$ cat src/rtl/ureg_sched.sv
// ureg_sched: user-register-programmed timed event scheduler.
// Commands written by the core are queued with an absolute timestamp and
// released on a valid/ready event port when the free-running timer reaches them.
module ureg_sched #(
    parameter int DEPTH  = 16,
    parameter int LATE_W = 16
) (
    input  logic        i_clk,
    input  logic        i_rst,
    input  logic        i_ureg_we,
    input  logic [7:0]  i_ureg_waddr,
    input  logic [31:0] i_ureg_wdata,
    input  logic [2:0]  i_ureg_raddr,
    output logic [31:0] o_ureg_rdata,
    output logic        o_hlt,
    output logic [31:0] o_jmp_offset,
    output logic        o_evt_valid,
    output logic [5:0]  o_evt_chan,
    output logic [31:0] o_evt_data,
    input  logic        i_evt_ready
);

    localparam int AW = $clog2(DEPTH);
    localparam int CW = AW + 1;

    typedef struct packed {
        logic [5:0]  chan;
        logic [31:0] data;
        logic [31:0] ts;
    } cmd_t;

    cmd_t              r_mem [DEPTH];
    logic [AW-1:0]     r_wptr;
    logic [AW-1:0]     r_rptr;
    logic [CW-1:0]     r_count;
    logic [31:0]       r_t;
    logic [31:0]       r_s;
    logic [31:0]       r_d;
    logic              r_run;
    logic              r_ovf;
    logic [LATE_W-1:0] r_late;
    logic [31:0]       r_jmp;
    logic              r_hlt;
    logic              r_evt_valid;
    logic [5:0]        r_evt_chan;
    logic [31:0]       r_evt_data;

    logic              w_wr_d;
    logic              w_wr_jmp;
    logic              w_wr_ctrl;
    logic              w_wr_cmd;
    logic              w_full;
    logic              w_push;
    logic              w_pop;
    logic              w_late;
    logic [31:0]       w_diff;
    logic [31:0]       w_ts;
    logic [CW-1:0]     w_count_next;
    cmd_t              w_head;

    // Address decode and the dispatch decision for this cycle.
    always_comb begin
        w_wr_d    = i_ureg_we && (i_ureg_waddr == 8'h00);
        w_wr_jmp  = i_ureg_we && (i_ureg_waddr == 8'h01);
        w_wr_ctrl = i_ureg_we && (i_ureg_waddr == 8'h02);
        w_wr_cmd  = i_ureg_we && (i_ureg_waddr[7:6] == 2'b01);
        w_full    = (r_count == CW'(DEPTH));
        w_push    = w_wr_cmd && !w_full;
        w_ts      = r_s + r_d;
        w_head    = r_mem[r_rptr];
        // Wrap-safe "T has reached ts": the modular distance is non-negative.
        w_diff    = r_t - w_head.ts;
        w_pop     = r_run && (r_count != '0) && !w_diff[31]
                    && (!r_evt_valid || i_evt_ready);
        w_late    = w_pop && (r_t != w_head.ts);
    end

    // Occupancy after this edge; simultaneous push and pop cancel out.
    always_comb begin
        // NOTE: default first so every path assigns it and no latch is inferred.
        w_count_next = r_count;
        if (w_push && !w_pop)
            w_count_next = r_count + CW'(1);
        else if (w_pop && !w_push)
            w_count_next = r_count - CW'(1);
    end

    // Control registers: timer, schedule pointer S, delay D, run, flags.
    always_ff @(posedge i_clk) begin
        // NOTE: sequential state uses non-blocking assignments only.
        if (i_rst) begin
            r_t    <= '0;
            r_s    <= '0;
            r_d    <= '0;
            r_run  <= 1'b0;
            r_ovf  <= 1'b0;
            r_late <= '0;
            r_jmp  <= '0;
        end else begin
            if (w_wr_ctrl && i_ureg_wdata[1]) begin
                r_t <= '0;
                r_s <= '0;
            end else begin
                if (r_run)
                    r_t <= r_t + 32'd1;
                if (w_push)
                    r_s <= w_ts;
            end
            if (w_wr_ctrl)
                r_run <= i_ureg_wdata[0];
            if (w_wr_d)
                r_d <= i_ureg_wdata;
            if (w_wr_jmp)
                r_jmp <= i_ureg_wdata;
            // A flag clear wins over a same-cycle late dispatch.
            if (w_wr_ctrl && i_ureg_wdata[2]) begin
                r_ovf  <= 1'b0;
                r_late <= '0;
            end else begin
                if (w_wr_cmd && w_full)
                    r_ovf <= 1'b1;
                if (w_late && (r_late != '1))
                    r_late <= r_late + LATE_W'(1);
            end
        end
    end

    // Command storage; contents are only meaningful between the pointers.
    always_ff @(posedge i_clk) begin
        // NOTE: the storage array is deliberately not reset; the pointers define validity.
        if (!i_rst && w_push)
            r_mem[r_wptr] <= '{chan: i_ureg_waddr[5:0], data: i_ureg_wdata, ts: w_ts};
    end

    // FIFO pointers, occupancy and the registered stall request.
    always_ff @(posedge i_clk) begin
        if (i_rst) begin
            r_wptr  <= '0;
            r_rptr  <= '0;
            r_count <= '0;
            r_hlt   <= 1'b0;
        end else begin
            if (w_push)
                r_wptr <= r_wptr + AW'(1);
            if (w_pop)
                r_rptr <= r_rptr + AW'(1);
            r_count <= w_count_next;
            // Raised one entry early so a write already in flight still fits.
            r_hlt   <= (w_count_next >= CW'(DEPTH - 1));
        end
    end

    // Event output register with valid/ready hold semantics.
    always_ff @(posedge i_clk) begin
        if (i_rst) begin
            r_evt_valid <= 1'b0;
            r_evt_chan  <= '0;
            r_evt_data  <= '0;
        end else if (w_pop) begin
            r_evt_valid <= 1'b1;
            r_evt_chan  <= w_head.chan;
            r_evt_data  <= w_head.data;
        end else if (i_evt_ready) begin
            r_evt_valid <= 1'b0;
        end
    end

    // Combinational register readback.
    always_comb begin
        o_ureg_rdata = '0;
        case (i_ureg_raddr)
            3'd0:    o_ureg_rdata = r_t;
            3'd1:    o_ureg_rdata = r_s;
            3'd2:    o_ureg_rdata = {23'b0, r_ovf, 8'(r_count)};
            3'd3:    o_ureg_rdata = r_d;
            3'd4:    o_ureg_rdata = 32'(r_late);
            3'd5:    o_ureg_rdata = r_jmp;
            default: o_ureg_rdata = '0;
        endcase
    end

    assign o_hlt        = r_hlt;
    assign o_jmp_offset = r_jmp;
    assign o_evt_valid  = r_evt_valid;
    assign o_evt_chan   = r_evt_chan;
    assign o_evt_data   = r_evt_data;

endmodule

$ cat config.mk
export PLATFORM = sky130hd
export DESIGN_NAME = ureg_sched
export DESIGN_NICKNAME = d
export VERILOG_FILES = /design/src/rtl/ureg_sched.sv
export SDC_FILE = /design/constraint.sdc
export NUM_CORES = 1
export LEC_CHECK = 0
export BUFFER_PORTS_ARGS = -buffer_cell sky130_fd_sc_hd__buf_2
export CAP_MARGIN = 20
export CORE_MARGIN = 2
export CORE_UTILIZATION = 51
export DETAILED_ROUTE_END_ITERATION = 10
export GPL_ROUTABILITY_DRIVEN = 0
export MAX_ROUTING_LAYER = met4
export PLACE_DENSITY = 0.67
export SKIP_CTS_REPAIR_TIMING = 1
export SLEW_MARGIN = 0
export SYNTH_ARGS = -nofsm -noshare
export SYNTH_HDL_FRONTEND = slang
export SYNTH_SLANG_ARGS = --single-unit
$ cat constraint.sdc
create_clock -name i_clk -period 11.7 [get_ports i_clk]
set_input_delay 2.34 -clock i_clk [delete_from_list [all_inputs] [get_ports i_clk]]
set_output_delay 2.34 -clock i_clk [all_outputs]
set_load 0.1 [all_outputs]
==> flow_summary.toml <==
[sta]
fin_crit_sh_pct = 68.26
post-route-min-period_ns = 7.986
hold_viol_final = 0
fin_tns_setup_ns = 0
drv_slew = 0
rsz0062_at_grt = "false"
maxSlewHeadroom_pct = 22.84
timing_worst_slew_pin_value_ns = 1.157
finClkSkew_ns = 0.03418
max_freq_mhz = 125.2
worst_hold_slack_ns = 0.4747
finalSetupViolations = 0

[critical_path]
required_ns = 9.36
slowest_delay_ns = 0.97
crit_path_top_delay_cell = "and2_1"
path_buf_inv = 2
cp.arrival_ns = 5.65
crit_top_cell = "buf_2"
startpoint_type = "primary input"
crit_fanout = 33
crit_chain = "buf_2 > nor2b_1 > and2_1 > a22oi_1 > nand2_1 > buf_2"
crit_type = "in -> out"
crit_family = "simple AND/OR/NAND/NOR gates"
critPathCaptureType = "output port"

[synthesis]
synth_nets = 3106
synthArstFlopShare_pct = 0
yosysUniqueCellTypes = 62
netlist_area_um2 = 53180
ys_ff_latch = 1323
synth_ff_type = "edfxtp_1"
synth_warnings = 0
syn_inst = 2987
syn_area_per_cell_um2 = 17.80
synth_edf_count = 1120
ys_seq_area_share_pct = 70.88

[global_routing]
grt_pass1_vias = 29100
grt_first_pass_wirelength_um = 200600
antenna_found_initial = 4
grt_max_degree = 168
overflow = 0
grt_use_total_pct = 26.87

[finish]
n_fill_cell = 7523
synthToLayoutAreaGrowth_pct = 13.26
final_layout_size_suffix_gt1_share_pct = 25.02
finish.net_count = 3312
fin_cells = 4686
fin_area_um2 = 60230

[status]
status = "finished clean"

[place]
placed_cells = 4412
place_hpwl_um = 80440
placement.io_buffers = 150
post_dp_cell_area_um2 = 55610

[pwr]
power_density_nw_per_um2 = 157.3
finalPower_mw = 9.473
power.leakage_nw = 18.55
ir_worst_vdd_mv = 0.1262

[floorplanning]
die_w_um = 326.9
dieArea_um2 = 106900
initial_core_util_pct = 51.39
die_h_um = 326.9
num_rows = 118
io_pins = 151
core_area_um2 = 103500

[flow_run]
drv.max_cap_violation_count = 0

[routing]
routedWlPerCell_um = 29.68
vias = 29470
drt_iter0_markers = 3772
dr.pass1.iters = 6
drc = 0
routed_wirelength_um = 139100
routed_via_density = 6.290
ant_nets = 0

[clock_tree]
clk_latency_ns = 0.74
cts_made_buffers = 137
cts_buffer_depth = 3
clock-sinks = 1323
cts.clk_slew.worst_paths_ns = 0.06
cts-htree-levels = 4
cts_tree = "done"
root_buffer = "clkbuf_16"

[min_path]
holdCritPathClass = "reg -> reg"
sequential cells by signal (all words and copies together), names as in the netlist, 4 cells and up, named ones only:
register / cells
o_evt_data: 32
r_t: 32
r_mem: 1120
r_wptr: 4
r_late: 16
r_count: 5
o_evt_chan: 6
r_s: 32
o_jmp_offset: 32
r_d: 32
r_rptr: 4
where the power goes:
part	internal (mW)	leakage, nW	switching (mW)
registers	5.08	11.0	0.00374
logic	0.0250	5.42	0.107
clock network	2.47	2.16	1.78
Yosys cell counts (2+ instances only):
| cell type | instances | area share (%) |
|---|---|---|
| nand3_1 | 32 | 0.30 |
| mux2_2 | 12 | 0.25 |
| and3_1 | 20 | 0.24 |
| nor3_1 | 21 | 0.20 |
| ha_1 | 71 | 1.7 |
| buf_4 | 5 | 0.071 |
| a22oi_1 | 59 | 0.83 |
| buf_1 | 25 | 0.18 |
| o21ai_1 | 2 | 0.019 |
| clkbuf_1 | 124 | 0.88 |
| o21a_1 | 7 | 0.099 |
| a211oi_1 | 7 | 0.099 |
| and2_1 | 5 | 0.059 |
| nand3b_1 | 3 | 0.042 |
| o21ai_0 | 40 | 0.38 |
| buf_6 | 3 | 0.064 |
| a21oi_1 | 135 | 1.3 |
| nor2_1 | 144 | 1.0 |
| nand2b_1 | 7 | 0.082 |
| mux2i_1 | 52 | 0.98 |
| inv_1 | 59 | 0.42 |
| o21bai_1 | 5 | 0.071 |
| a31o_2 | 3 | 0.049 |
| a41oi_1 | 3 | 0.049 |
| o31a_1 | 2 | 0.033 |
| o31ai_1 | 2 | 0.028 |
| xor2_1 | 40 | 0.66 |
| or3_1 | 8 | 0.094 |
| a21o_1 | 20 | 0.28 |
| a31oi_1 | 5 | 0.059 |
| o311a_1 | 2 | 0.038 |
| a211o_1 | 3 | 0.049 |
| mux4_2 | 351 | 15 |
| dfxtp_1 | 203 | 7.6 |
| o22ai_1 | 14 | 0.16 |
| nand4_1 | 25 | 0.29 |
| nor4_1 | 8 | 0.094 |
| xnor2_1 | 40 | 0.66 |
| nand2_1 | 260 | 1.8 |
| edfxtp_1 | 1120 | 63 |
| and4_1 | 2 | 0.033 |
| nor3b_1 | 5 | 0.071 |
| a221oi_1 | 4 | 0.066 |
| nor2b_1 | 11 | 0.13 |
per-stage QoR:
| stage | utilization [%] | setup WS, ns |
|---|---|---|
| 2_1_floorplan | - | 4.370 |
| 3_3_place_gp | 53.69 | 3.965 |
| 3_5_place_dp | 53.73 | 3.865 |
| 4_1_cts | 57.98 | 3.875 |
| 5_1_grt | 58.19 | 3.614 |
| 6_report | 58.20 | 3.714 |
cells by family (layout without fill, tap and decap cells):
| family | count (synthesis) | in the layout | synth area share (%) |
|---|---|---|---|
| flops | 1323 | 1323 | 70.88 |
| xor+xnor | 80 | 80 | 1.318 |
| mux | 416 | 416 | 16.14 |
| fa+ha+maj | 72 | 72 | 1.708 |
| buf+inv | 217 | 532 | 1.612 |
| other cells | 0 | 4 | 0 |
| simple gates | 557 | 557 | 4.581 |
| compound gates | 322 | 322 | 3.762 |
per-layer routing:
layer	GRT usage, %	share of wire (%)	vias up
met5	-	0	-
met2	40.20	47	1526
met4	6.951	2.4	0
met1	38.02	41	15430
met3	5.698	9.6	213
li1	-	-	12300
worst paths after layout:
kind / from / endpoint / slack, ns / cells past startpoint
max reg2reg: flop / o_hlt / 4.74 / 17
max: i_ureg_raddr[0] / o_ureg_rdata[31] / 3.71 / 6
min reg2reg: o_jmp_offset[16] / o_jmp_offset[16] / 0.47 / 2
min: o_jmp_offset[16] / o_jmp_offset[16] / 0.47 / 2
worst reg2reg max path, stage by stage, from the launching register on:
cell and delay [ns]:
dfxtp_4 0.90, buf_12 0.91, buf_4 1.01, mux4_2 0.46, mux4_2 0.52, inv_1 0.11
ha_1 0.25, nand4_1 0.12, a21oi_1 0.07, o21ai_0 0.21, nand3_1 0.16, a21oi_4 0.27
mux2i_4 0.26, buf_4 0.80, mux2i_1 0.34, xor2_1 0.18, nand2b_1 0.09, o31ai_1 0.24
final cells by class:
cell class,instances,area (um2),share of cell area [%]
repair buffers,225,1394,2.314
clock inverters,62,536.8,0.8911
multi-input cells,1447,14770,24.52
diodes,4,10.01,0.01662
flip-flops and latches,1323,37710,62.61
clock buffers,186,3867,6.421
inverters,59,221.5,0.3677
well taps,1380,1727,2.867
placed cells by master (no fill, tap or decap), types with 25 or more instances in the layout:
master / count
ha_1: 71
buf_2: 149
buf_4: 71
nand3_1: 31
clkbuf_1: 28
edfxtp_1: 1120
mux2i_1: 52
inv_1: 59
a22oi_1: 59
nor2_1: 136
nand2_1: 260
o21ai_0: 40
dfxtp_1: 199
xor2_1: 40
clkbuf_16: 141
nand4_1: 25
a21oi_1: 135
mux4_2: 351
xnor2_1: 39
Power figures use the tool's default switching activity.
